$ cat src/rtl/io_pkg.sv
// Shared address map, status bit layout and helpers for the I/O port controller.
package io_pkg;

  localparam logic [3:0] ADDR_OUT_BASE = 4'h0;
  localparam logic [3:0] ADDR_IN_BASE  = 4'h8;
  localparam logic [3:0] ADDR_TXFIFO   = 4'hE;
  localparam logic [3:0] ADDR_STATUS   = 4'hF;

  localparam int ST_EMPTY     = 0;
  localparam int ST_FULL      = 1;
  localparam int ST_OVF       = 2;
  localparam int ST_COUNT_LSB = 3;

  // Occupancy is reported in a 5-bit field, so deep FIFOs saturate at 31.
  function automatic logic [4:0] sat_count5(input int unsigned c);
    return (c > 31) ? 5'd31 : c[4:0];
  endfunction

endpackage

$ cat src/rtl/io_tx_fifo.sv
// Byte-wide transmit FIFO with registered storage; a push while full with no
// concurrent pop is dropped and flagged with a one-cycle push_dropped pulse.
module io_tx_fifo
  import io_pkg::*;
#(
  parameter int DEPTH = 4,
  localparam int AW = $clog2(DEPTH)
) (
  input  logic        clk,
  input  logic        reset,
  input  logic        push,
  input  logic [7:0]  wdata,
  input  logic        pop,
  output logic [7:0]  rdata,
  output logic        empty,
  output logic        full,
  output logic [AW:0] count,
  output logic        push_dropped
);

  logic [DEPTH-1:0][7:0] mem_q;
  logic [AW-1:0]         wr_q, rd_q;
  logic [AW:0]           cnt_q;
  logic                  do_push, do_pop;

  assign empty        = (cnt_q == '0);
  assign full         = (cnt_q == (AW+1)'(DEPTH));
  assign count        = cnt_q;
  assign rdata        = mem_q[rd_q];
  assign do_pop       = pop && !empty;
  // When full, a simultaneous pop frees the head slot, which is the write slot.
  assign do_push      = push && (!full || do_pop);
  assign push_dropped = push && full && !do_pop;

  always_ff @(posedge clk or negedge reset) begin
    if (!reset) begin
      mem_q <= '0;
      wr_q  <= '0;
      rd_q  <= '0;
      cnt_q <= '0;
    end else begin
      if (do_push) begin
        mem_q[wr_q] <= wdata;
        wr_q        <= wr_q + AW'(1);
      end
      if (do_pop) rd_q <= rd_q + AW'(1);
      case ({do_push, do_pop})
        2'b10:   cnt_q <= cnt_q + (AW+1)'(1);
        2'b01:   cnt_q <= cnt_q - (AW+1)'(1);
        default: cnt_q <= cnt_q;
      endcase
    end
  end

endmodule

$ cat src/rtl/io_port_controller.sv
// Memory-mapped I/O controller: output latches, registered input ports,
// a transmit FIFO and a status register on a 4-bit address bus.
module io_port_controller
  import io_pkg::*;
#(
  parameter int NUM_OUT    = 4,
  parameter int NUM_IN     = 4,
  parameter int FIFO_DEPTH = 4,
  localparam int AW = $clog2(FIFO_DEPTH)
) (
  input  logic                  clk,
  input  logic                  reset,
  input  logic [3:0]            io_addr,
  input  logic [7:0]            io_wdata,
  output logic [7:0]            io_rdata,
  input  logic                  io_oe,
  input  logic                  io_we,
  output logic [8*NUM_OUT-1:0]  out_ports,
  input  logic [8*NUM_IN-1:0]   in_ports,
  output logic [7:0]            tx_data,
  output logic                  tx_valid,
  input  logic                  tx_ready
);

  logic [NUM_OUT-1:0][7:0] out_q;
  logic [NUM_IN-1:0][7:0]  in_q;
  logic                    ovf_q;
  logic                    fifo_empty, fifo_full, push_dropped;
  logic [AW:0]             fifo_cnt;
  logic [7:0]              status;
  logic                    fifo_push, ovf_clr;

  assign fifo_push = io_we && (io_addr == ADDR_TXFIFO);
  assign ovf_clr   = io_we && (io_addr == ADDR_STATUS) && io_wdata[ST_OVF];

  io_tx_fifo #(.DEPTH(FIFO_DEPTH)) u_fifo (
    .clk          (clk),
    .reset        (reset),
    .push         (fifo_push),
    .wdata        (io_wdata),
    .pop          (tx_valid && tx_ready),
    .rdata        (tx_data),
    .empty        (fifo_empty),
    .full         (fifo_full),
    .count        (fifo_cnt),
    .push_dropped (push_dropped)
  );

  assign tx_valid  = !fifo_empty;
  assign out_ports = out_q;

  for (genvar k = 0; k < NUM_OUT; k++) begin : g_out
    always_ff @(posedge clk or negedge reset) begin
      if (!reset)                                              out_q[k] <= '0;
      else if (io_we && (io_addr == ADDR_OUT_BASE + 4'(k)))    out_q[k] <= io_wdata;
    end
  end

  // Sticky overflow; a drop in the same cycle as a clear wins.
  always_ff @(posedge clk or negedge reset) begin
    if (!reset) begin
      in_q  <= '0;
      ovf_q <= 1'b0;
    end else begin
      in_q <= in_ports;
      if (push_dropped)  ovf_q <= 1'b1;
      else if (ovf_clr)  ovf_q <= 1'b0;
    end
  end

  assign status = {sat_count5(32'(fifo_cnt)), ovf_q, fifo_full, fifo_empty};

  always_comb begin
    io_rdata = 8'h00;
    if (io_oe) begin
      for (int k = 0; k < NUM_OUT; k++)
        if (io_addr == ADDR_OUT_BASE + 4'(k)) io_rdata = out_q[k];
      for (int k = 0; k < NUM_IN; k++)
        if (io_addr == ADDR_IN_BASE + 4'(k)) io_rdata = in_q[k];
      if (io_addr == ADDR_STATUS) io_rdata = status;
    end
  end

endmodule

$ cat config.mk
export PLATFORM = sky130hd
export DESIGN_NAME = io_port_controller
export DESIGN_NICKNAME = d
export VERILOG_FILES = /design/src/rtl/io_pkg.sv /design/src/rtl/io_tx_fifo.sv /design/src/rtl/io_port_controller.sv
export SDC_FILE = /design/constraint.sdc
export NUM_CORES = 1
export LEC_CHECK = 0
export BUFFER_PORTS_ARGS = -buffer_cell sky130_fd_sc_hd__buf_2
export CORE_MARGIN = 2
export CORE_UTILIZATION = 39
export CTS_CLUSTER_SIZE = 28
export DETAILED_ROUTE_END_ITERATION = 6
export PLACE_DENSITY_LB_ADDON = 0.15
export SLEW_MARGIN = 10
export SYNTH_ARGS = -nofsm -noshare
export SYNTH_HDL_FRONTEND = slang
export SYNTH_HIERARCHICAL = 1
export SYNTH_SLANG_ARGS = --single-unit
export TNS_END_PERCENT = 1
$ cat constraint.sdc
create_clock -name clk -period 5.8 [get_ports clk]
set_clock_uncertainty 0.05 [all_clocks]
set_input_delay 0.87 -clock clk [delete_from_list [all_inputs] [get_ports clk]]
set_output_delay 0.87 -clock clk [all_outputs]
set_load 0.01 [all_outputs]
# Word-level counts from Yosys, hierarchy flattened

Cells that the tools add are included.

Flip-flop bits (word level): 104
Input port bits: 49
Output and inout bits: 49
Logic and storage cells: 74

Add/subtract/negate cells: 4
$lt $le $gt $ge: 3
Equality and inequality tests: 12
Multiplexer cells: 18
Reduce and logical (&&, ||, !) cells: 21

Operators with widths:

| kind                                                 | count |
|---|---|
| two-way mux 8 bit                                    | 12 |
| bitwise mux 32 bit                                   | 1 |
| equality test 4 bit (second input constant)          | 6 |
| binary-select mux 8 bit (select 2 bit)               | 1 |
| demux 8 bit (select 2 bit)                           | 1 |
| logical AND 1 bit                                    | 13 |
| equality test 4 x 2 -> 1 bit (second input constant) | 2 |
| < comparator 2 x 3 -> 1 bit (second input constant)  | 2 |
| case mux 3 bit (2 select lines)                      | 1 |
| adder 2 x 1 -> 2 bit (second input constant)         | 2 |
| equality test 4 x 1 -> 1 bit (second input constant) | 1 |
| zero test 4 bit                                      | 1 |
| nonzero test 2 bit                                   | 2 |
| adder 3 x 1 -> 3 bit (second input constant)         | 1 |
| equality test 3 bit (second input constant)          | 1 |
| zero test 1 bit                                      | 3 |
| zero test 3 bit                                      | 1 |
| subtractor 3 x 1 -> 3 bit (second input constant)    | 1 |
| equality test 2 x 1 -> 1 bit (second input constant) | 1 |
| equality test 2 bit (second input constant)          | 1 |
| >= comparator 2 x 1 -> 1 bit (second input constant) | 1 |
| two-way mux 1 bit                                    | 2 |
| logical OR 1 bit                                     | 1 |

# Longest topological paths before layout

Gate-level depths: netlist (run 1).

Depth in word-level cells: 11
Depth in mapped cells: 10
Gate-level depth less buffers: 8

# Cells and area by module

Netlist (run 1), hierarchy kept.

Modules (own cells, without submodules):

| module             | times used | cells an instance | area each (um2) | seq. area each (um2) |
|---|---|---|---|---|
| io_port_controller | 1          | 241               | 3066.7          | 1626.6 |
| io_tx_fifo         | 1          | 130               | 1883.1          | 975.9 |

# Worst setup path after synthesis (run 1)

No wires, ideal clock.

Kind: input -> register
Start point: input port io_addr[2]
End point: register u_fifo.cnt_q[1], in the netlist u_fifo/count[1]
Library setup time: 87 ps
Arrival time: 2759 ps
Required time: 5663 ps
Slack: 2904 ps
Stages: 10
Buffers on the path: 3
Path through: buf_4 > buf_2 > nand2_1 > nor2_1 > buf_2 > or2_2 > fa_1 > o21ba_2 > o211ai_1 > a22oi_1

Word-level cells in the longest chain between the ends: 5
Elaborated cells on any way between the ends: 7
Those cells by class: eq/ne (3); mux (1); reduce/logical (3)

Ends and longest elaborated chain:

| element                                                               | RTL line                 | text |
|---|---|---|
| start, declared                                                       | io_port_controller.sv:13 | `input logic [3:0] io_addr,` |
| equality test 4 bit (*)                                               | io_port_controller.sv:33 | `assign fifo_push = io_we && (io_addr == ADDR_TXFIFO);` |
| logical AND 1 bit (*)                                                 | io_port_controller.sv:33 |  |
| net fifo_push                                                         | io_port_controller.sv:31 | `logic fifo_push, ovf_clr;` |
| logical AND 1 bit (*)                                                 | io_tx_fifo.sv:32         | `assign do_push = push && (!full \|\| do_pop);` |
| equality test 2 x 1 -> 1 bit or equality test 2 bit (tied branches)   | io_tx_fifo.sv:47         | `case ({do_push, do_pop})` |
| case mux 3 bit (2 select lines) or nonzero test 2 bit (tied branches) | --                       |  |
| end signal, assigned                                                  | io_tx_fifo.sv:48         | `2'b10: cnt_q <= cnt_q + (AW+1)'(1);` |
| end signal, assigned                                                  | io_tx_fifo.sv:49         | `2'b01: cnt_q <= cnt_q - (AW+1)'(1);` |
| end signal, assigned                                                  | io_tx_fifo.sv:50         | `default: cnt_q <= cnt_q;` |
| end, declared                                                         | io_tx_fifo.sv:23         | `logic [AW:0] cnt_q;` |

The timed path passes the listed nets; every way through them passes the cells marked *.
A chain may end at the register's enable or synchronous reset.

# Worst setup path after layout (run 1)

Start point: input port io_addr[1]
End point: output port io_rdata[3]

Word-level cells in the longest chain between the ends: 11
Elaborated cells on any way between the ends: 19
Those cells by class: eq/ne (8); mux (10); reduce/logical (1)

Ends and longest elaborated chain:

| element                        | RTL line                 | text |
|---|---|---|
| zero test 4 bit                | io_port_controller.sv:77 | `if (io_addr == ADDR_OUT_BASE + 4'(k)) io_rdata = out_q[k];` |
| two-way mux 8 bit (4 in a row) | io_port_controller.sv:77 |  |
| two-way mux 8 bit (4 in a row) | io_port_controller.sv:79 | `if (io_addr == ADDR_IN_BASE + 4'(k)) io_rdata = in_q[k];` |
| two-way mux 8 bit (*)          | io_port_controller.sv:80 | `if (io_addr == ADDR_STATUS) io_rdata = status;` |
| two-way mux 8 bit (*)          | io_port_controller.sv:75 | `if (io_oe) begin` |
| end, declared                  | io_port_controller.sv:15 | `output logic [7:0] io_rdata,` |

Every way passes the cells marked *; elsewhere a longest branch is shown, timed or not.

==> results.json, run 1 <==
{
  "grt_pass1_vias": 3203,
  "grt_pass1_wl_um": 18250,
  "postCtsResizedCells": 0,
  "path_class": "input pin to output pin",
  "hold_viol_final": 0,
  "drc": 0,
  "ys_ff_latch": 104,
  "wl_per_cell_um": 18.52,
  "grt_use_total_pct": 18.22,
  "gp_congestion": 0.8236,
  "hpwl_um": 8176,
  "vias_per_cell": 5.226,
  "fp.dieArea_um2": 13610,
  "cts_buffers": 9,
  "final-instance-count-excl-fill": 634,
  "ant_nets": 0,
  "slowest_stage": "buf_2",
  "pre_cts_ws_ns": 2.068,
  "gr-total-overflow": 0,
  "drtPass1Iterations": 4,
  "diodes": 0,
  "path_delay_family": "buffers and inverters",
  "synth_area_per_cell_um2": 13.34,
  "slew_violations": 0,
  "antenna_found_initial": 0,
  "fmax_mhz": 264.8,
  "synth_edf_count": 0,
  "path_clk_slew_ns": 0.06,
  "fin_hold_ws_ns": 0.4092,
  "clkSinkCount": 104,
  "cts-root-buf": "clkbuf_16",
  "syn_to_final_growth_pct": 17.69,
  "wl_um": 11740,
  "max-slew-margin-rel_pct": 35.76,
  "setup_viol": 0,
  "dr.first_iter.drc_count": 204,
  "clk_latency_ns": 0.34,
  "worst_pin_slew_ns": 0.9600,
  "cts_tree": "built",
  "arrival_ns": 2.86,
  "post-cts-setup-buffers": 0,
  "clockBufferDepth": 2,
  "cts_hold_buf": 0,
  "io_buffers": 97,
  "row_count": 41,
  "ys.flop_type": "dfrtp_1",
  "synthArstFlopShare_pct": 100.0,
  "min_period_ns": 3.776,
  "grt_max_degree": 74,
  "final.period_utilization_pct": 65.11,
  "htree_levels": 3,
  "yosysSeqAreaShare_pct": 52.58,
  "leakage_nw": 2.686,
  "synth_cell_types": 55,
  "multi_input_area_um2": 2177,
  "drv_cap": 0,
  "core_um2": 12520,
  "critPathLaunchType": "input pin",
  "seq_area_um2": 2603,
  "dp.cells": 619,
  "synth_area_um2": 4950,
  "vias": 3313,
  "power.density_nw_per_um2": 383.6,
  "fin_setup_tns_ns": 0,
  "critPathCaptureType": "output pin",
  "layout-drive-gt1-share_pct": 44.37,
  "yosysWarnings": 6,
  "synthCells": 371,
  "crit_fanout": 27,
  "max_stage_delay_ns": 0.50,
  "die_h_um": 116.7,
  "status": "complete, no violations",
  "cpMostUsedCell": "buf_2",
  "start_util_pct": 39.54,
  "irDropWorstVdd_mv": 0.2023,
  "die_x_um": 116.7,
  "fillers": 1204,
  "io_pins": 98,
  "worstPathRequired_ns": 4.88,
  "p_total_mw": 2.235,
  "rsz0062_at_grt": "no",
  "nNetsFinal": 512,
  "finalWorstSetupSlack_ns": 2.024,
  "crit_buf_inv": 3,
  "synth_fp_nets": 425,
  "hold_path.class": "input pin to asynchronous set/reset pin",
  "crit_chain": "buf_2 -> buf_4 -> nand4_1 -> o2111ai_1 -> o31ai_1 -> buf_2"
}
[sequential cells by signal (all words and copies together) (netlist names)]
name / cells
u_fifo/count: 3
in_q: 32
out_ports: 32
ovf_q: 1
u_fifo/mem_q: 32
u_fifo/rd_q: 2
u_fifo/wr_q: 2
[power breakdown]
part	total, mW	switching [mW]	internal [mW]	leakage, nW
sequential	1.03	0.149	0.880	1.29
clock	0.616	0.267	0.348	0.147
combinational	0.589	0.273	0.316	1.25
[cell usage after synthesis (3+ instances only)]
cell / instances / area, um^2
dfrtp_1: 104 / 2603
mux2_2: 65 / 732.0
nand2b_1: 17 / 106.4
nand2_1: 15 / 56.30
o21ai_0: 14 / 70.07
a21oi_1: 12 / 60.06
buf_2: 12 / 60.06
o221ai_1: 11 / 96.34
mux4_2: 10 / 225.2
nand3b_1: 8 / 60.06
mux2i_1: 7 / 70.07
o2111ai_1: 7 / 61.31
o211ai_1: 7 / 52.55
a2bb2oi_1: 6 / 52.55
inv_1: 6 / 22.52
nor2_1: 5 / 18.77
nor2_2: 5 / 31.28
buf_4: 4 / 30.03
buf_6: 4 / 45.04
ha_1: 4 / 50.05
o21ai_1: 4 / 20.02
nor3b_1: 3 / 22.52
xnor2_1: 3 / 26.28
[routing by layer]
metal	track usage [%]	vias to the layer above	wire, um
met1	25.92	1661	5436
met3	5.086	12	625
li1	-	1555	-
met2	27.48	85	5483
met4	5.176	0	196
met5	0	-	0
[cells by family (layout without fill, tap and decap cells)]
family,Yosys count,in the layout,share of synthesized area [%]
adder cells (fa/ha/maj),5,5,1.416
multiplexers,82,82,20.75
buffers and inverters,29,120,3.438
flip-flops,104,104,52.58
XOR/XNOR,5,5,0.8849
AND/OR/NAND/NOR,75,75,10.97
AO/OA/AOI/OAI,71,71,9.960
[cells in the final DEF, fill, tap and decap left out, types with 9 or more instances in the layout]
cell,count
dfrtp_1,104
buf_2,96
mux2_2,65
nand2b_1,17
nand2_1,15
o21ai_0,14
a21oi_1,12
o221ai_1,11
mux4_2,10
clkbuf_16,9
[worst reg2reg max path: cells and delay by family (launching register included)]
| kind | cells | cell delay, ns |
|---|---|---|
| adders and majority gates | 1 | 0.48 |
| and+or+nand+nor | 4 | 1.40 |
| AOI/OAI and AO/OA | 3 | 0.53 |
| DFF | 1 | 0.55 |
[through the flow]
step	utilization, %	area [um^2]
6_report	46.54	5826
5_1_grt	46.54	5826
4_1_cts	46.54	5826
3_5_place_dp	44.10	5520
3_3_place_gp	44.10	5520
2_1_floorplan	-	4950
[area by class of cell]
| cell class | instances | share of cell area (%) |
|---|---|---|
| clock buffers | 10 | 4.102 |
| well taps | 172 | 3.694 |
| repair buffers | 99 | 8.634 |
| clock inverters | 5 | 1.138 |
| inverters | 6 | 0.3866 |
| flip-flops and latches | 104 | 44.67 |
| multi-input cells | 238 | 37.37 |
[final timing paths]
| check | from | endpoint | slack (ns) | cells past startpoint |
|---|---|---|---|---|
| min in group clk | u_fifo/mem_q[23]$_DFFE_PN0P_ | u_fifo/mem_q[23]$_DFFE_PN0P_ | 0.46 | 1 |
| max | io_addr[1] | io_rdata[3] | 2.02 | 6 |
| min reg2reg | u_fifo/mem_q[23]$_DFFE_PN0P_ | u_fifo/mem_q[23]$_DFFE_PN0P_ | 0.46 | 1 |
| max reg2reg | u_fifo/count[1]$_DFFE_PN0P_ | u_fifo/count[1]$_DFFE_PN0P_ | 2.71 | 8 |
| max in group asynchronous | reset | in_q[20]$_DFF_PN0_ | 4.04 | 2 |
| min | reset | in_q[13]$_DFF_PN0_ | 0.41 | 1 |
No activity file was read; power rests on OpenSTA's default activity.
==> run 2, diff against run 1 <==
--- a/config.mk
+++ b/config.mk
@@ -5,6 +5,7 @@
 export SDC_FILE = /design/constraint.sdc
 export NUM_CORES = 1
 export LEC_CHECK = 0
+export ABC_AREA = 1
 export BUFFER_PORTS_ARGS = -buffer_cell sky130_fd_sc_hd__buf_2
 export CORE_MARGIN = 2
 export CORE_UTILIZATION = 39
==> constraint.sdc (replaced) <==
create_clock -name clk -period 3.5 [get_ports clk]
set_clock_uncertainty 0.05 [all_clocks]
set_input_delay 0.525 -clock clk [delete_from_list [all_inputs] [get_ports clk]]
set_output_delay 0.525 -clock clk [all_outputs]
set_load 0.01 [all_outputs]
==> results.json, run 2 <==
{
  "clkSinkCount": 104,
  "yosysTopAreaCell": "dfrtp_1",
  "placed_area_um2": 5295,
  "cpMostUsedCell": "nand2_1",
  "cts_buffers": 9,
  "grt_pass1_wl_um": 19060,
  "crit_chain": "buf_2 -> inv_1 -> nor2_1 -> nand2_1 -> inv_2 -> nand2_1 -> nand2_1 -> inv_1 -> nand3_1 -> nand2_1 -> nand3_1 -> nand2_1 -> inv_1 -> buf_2",
  "final_cell_mix": "nand2_1 (137), dfrtp_1 (104), buf_2 (96)",
  "reg2reg_depth": 11,
  "hold_viol_final": 0,
  "wl_per_cell_um": 15.18,
  "synth_area_um2": 4716,
  "die_x_um": 114.0,
  "core_um2": 11910,
  "drtPass1Iterations": 4,
  "power.density_nw_per_um2": 668.5,
  "row_count": 40,
  "hold_path.class": "input pin to flop",
  "cp-startpoint": "io_addr[0]",
  "path_class": "input pin to output pin",
  "worst_pin_slew_ns": 1.101,
  "irDropWorstVdd_mv": 0.2472,
  "ant_nets": 0,
  "synthCells": 531,
  "final_util_pct": 46.96,
  "max-slew-margin-rel_pct": 26.59,
  "setup_viol": 0,
  "vias_per_cell": 4.920,
  "critPathCaptureType": "output pin",
  "grt_use_total_pct": 19.21,
  "fillers": 1220,
  "cts-root-buf": "clkbuf_16",
  "clockBufferDepth": 2,
  "final.period_utilization_pct": 77.85,
  "slowest_stage": "nor2_1",
  "synthTopCellsByArea": "dfrtp_1 (55%), nand2_1 (11%), o21ai_0 (4.8%)",
  "synthArstFlopShare_pct": 100.0,
  "min_period_ns": 2.725,
  "grt_pass1_vias": 3738,
  "ys.flop_type": "dfrtp_1",
  "crit_fanout": 11,
  "clk_latency_ns": 0.35,
  "fin_setup_tns_ns": 0,
  "dr.first_iter.drc_count": 240,
  "fp.dieArea_um2": 12990,
  "hpwl_um": 8710,
  "die_h_um": 114.0,
  "synth_cell_types": 31,
  "fin_hold_ws_ns": 0.2271,
  "slew_violations": 0,
  "gr-total-overflow": 0,
  "antenna_found_initial": 0,
  "worst_r2r_startpoint": "u_fifo/count[2]$_DFFE_PN0P_",
  "grt_max_degree": 89,
  "ys_ff_latch": 104,
  "htree_levels": 3,
  "syn_to_final_growth_pct": 18.63,
  "drv_cap": 0,
  "path_delay_family": "simple AND/OR/NAND/NOR gates",
  "arrival_ns": 2.15,
  "cts_hold_buf": 0,
  "leakage_nw": 2.946,
  "io_pins": 98,
  "final_area_um2": 5594,
  "status": "complete, no violations",
  "min-delay-start": "in_ports[27]",
  "io_buffers": 97,
  "synth_top_cells_by_count": "nand2_1 (137), dfrtp_1 (104), inv_1 (54)",
  "diodes": 0,
  "vias": 3833,
  "worstPathRequired_ns": 2.92,
  "crit_cells": 14,
  "postCtsResizedCells": 0,
  "post-cts-setup-buffers": 0,
  "critPathLaunchType": "input pin",
  "synth_fp_nets": 585,
  "synth.most_common_cell": "nand2_1",
  "hold_depth": 1,
  "gp_congestion": 0.8835,
  "fmax_mhz": 367.0,
  "yosysWarnings": 6,
  "yosysSeqAreaShare_pct": 55.19,
  "drc": 0,
  "crit_buf_inv": 6,
  "max_stage_delay_ns": 0.54,
  "synth_area_per_cell_um2": 8.881,
  "cts_tree": "built",
  "path_clk_slew_ns": 0.07,
  "synth_edf_count": 0,
  "layout_commonest_cell": "nand2_1",
  "wl_um": 11820,
  "start_util_pct": 39.59,
  "rsz0062_at_grt": "no",
  "layout-drive-gt1-share_pct": 23.89,
  "nNetsFinal": 681,
  "yosysTopAreaCellShare_pct": 55.19
}
run 2: cell types whose count changed after synthesis, moves of 10 or more:
| cell | change |
|---|---|
| o21ai_1 | +29 |
| nand2_1 | +122 |
| mux2_2 | -65 |
| nand3_1 | +27 |
| nand2b_1 | -17 |
| o21ai_0 | +31 |
| nor2_1 | +23 |
| inv_1 | +48 |
| o221ai_1 | -11 |
| mux4_2 | -10 |
run 2: through the flow:
stage	std cells	total power [mW]	setup WS, ns
detailed placement	763	2.753	0.8234
floorplan	531	2.343	1.311
global route	779	4.000	0.5701
global placement	763	2.726	0.8794
finish	779	3.740	0.7753
CTS	779	3.777	0.7707
run 2: final cells by class:
class | count | area [um^2] | area share (%)
Clock inverter | 5 | 56.30 | 1.006
Multi-Input combinational cell | 353 | 1773 | 31.69
Inverter | 60 | 232.7 | 4.160
Timing Repair Buffer | 99 | 503.0 | 8.991
Tap cell | 147 | 183.9 | 3.288
Clock buffer | 11 | 242.7 | 4.339
Sequential cell | 104 | 2603 | 46.52
run 2: path summary, 6_finish.rpt:
kind / endpoint / slack [ns]
hold / removal: in_q[27]$_DFF_PN0_ / 0.23
min in group asynchronous: u_fifo/mem_q[1]$_DFFE_PN0P_ / 0.32
hold reg to reg: u_fifo/mem_q[21]$_DFFE_PN0P_ / 0.44
setup reg to reg: u_fifo/count[2]$_DFFE_PN0P_ / 1.26
setup / recovery: io_rdata[6] / 0.78
max in group asynchronous: in_q[31]$_DFF_PN0_ / 2.22
run 2: power by group:
group | leakage (nW) | total, mW | switching, mW | internal [mW]
Clock | 0.145 | 1.01 | 0.437 | 0.573
Sequential | 1.30 | 1.72 | 0.245 | 1.47
Combinational | 1.50 | 1.01 | 0.606 | 0.406
run 2: kinds of logic (layout without fill, tap and decap cells):
kind of cell,Yosys count,count (layout),share of synthesized area [%]
AO/OA/AOI/OAI,109,109,12.52
XOR/XNOR,3,3,0.5573
adder cells (fa/ha/maj),5,5,1.486
buffers and inverters,74,175,7.217
flip-flops,104,104,55.19
AND/OR/NAND/NOR,236,236,23.03
run 2: metal layers:
layer  share of wire (%)  GRT usage (%)  up-vias
met5                   0              0        -
met4                 2.3          8.455        0
met3                 5.1          3.826       22
met2                  48          31.35      116
met1                  45          24.90     1787
li1                    -              -     1908
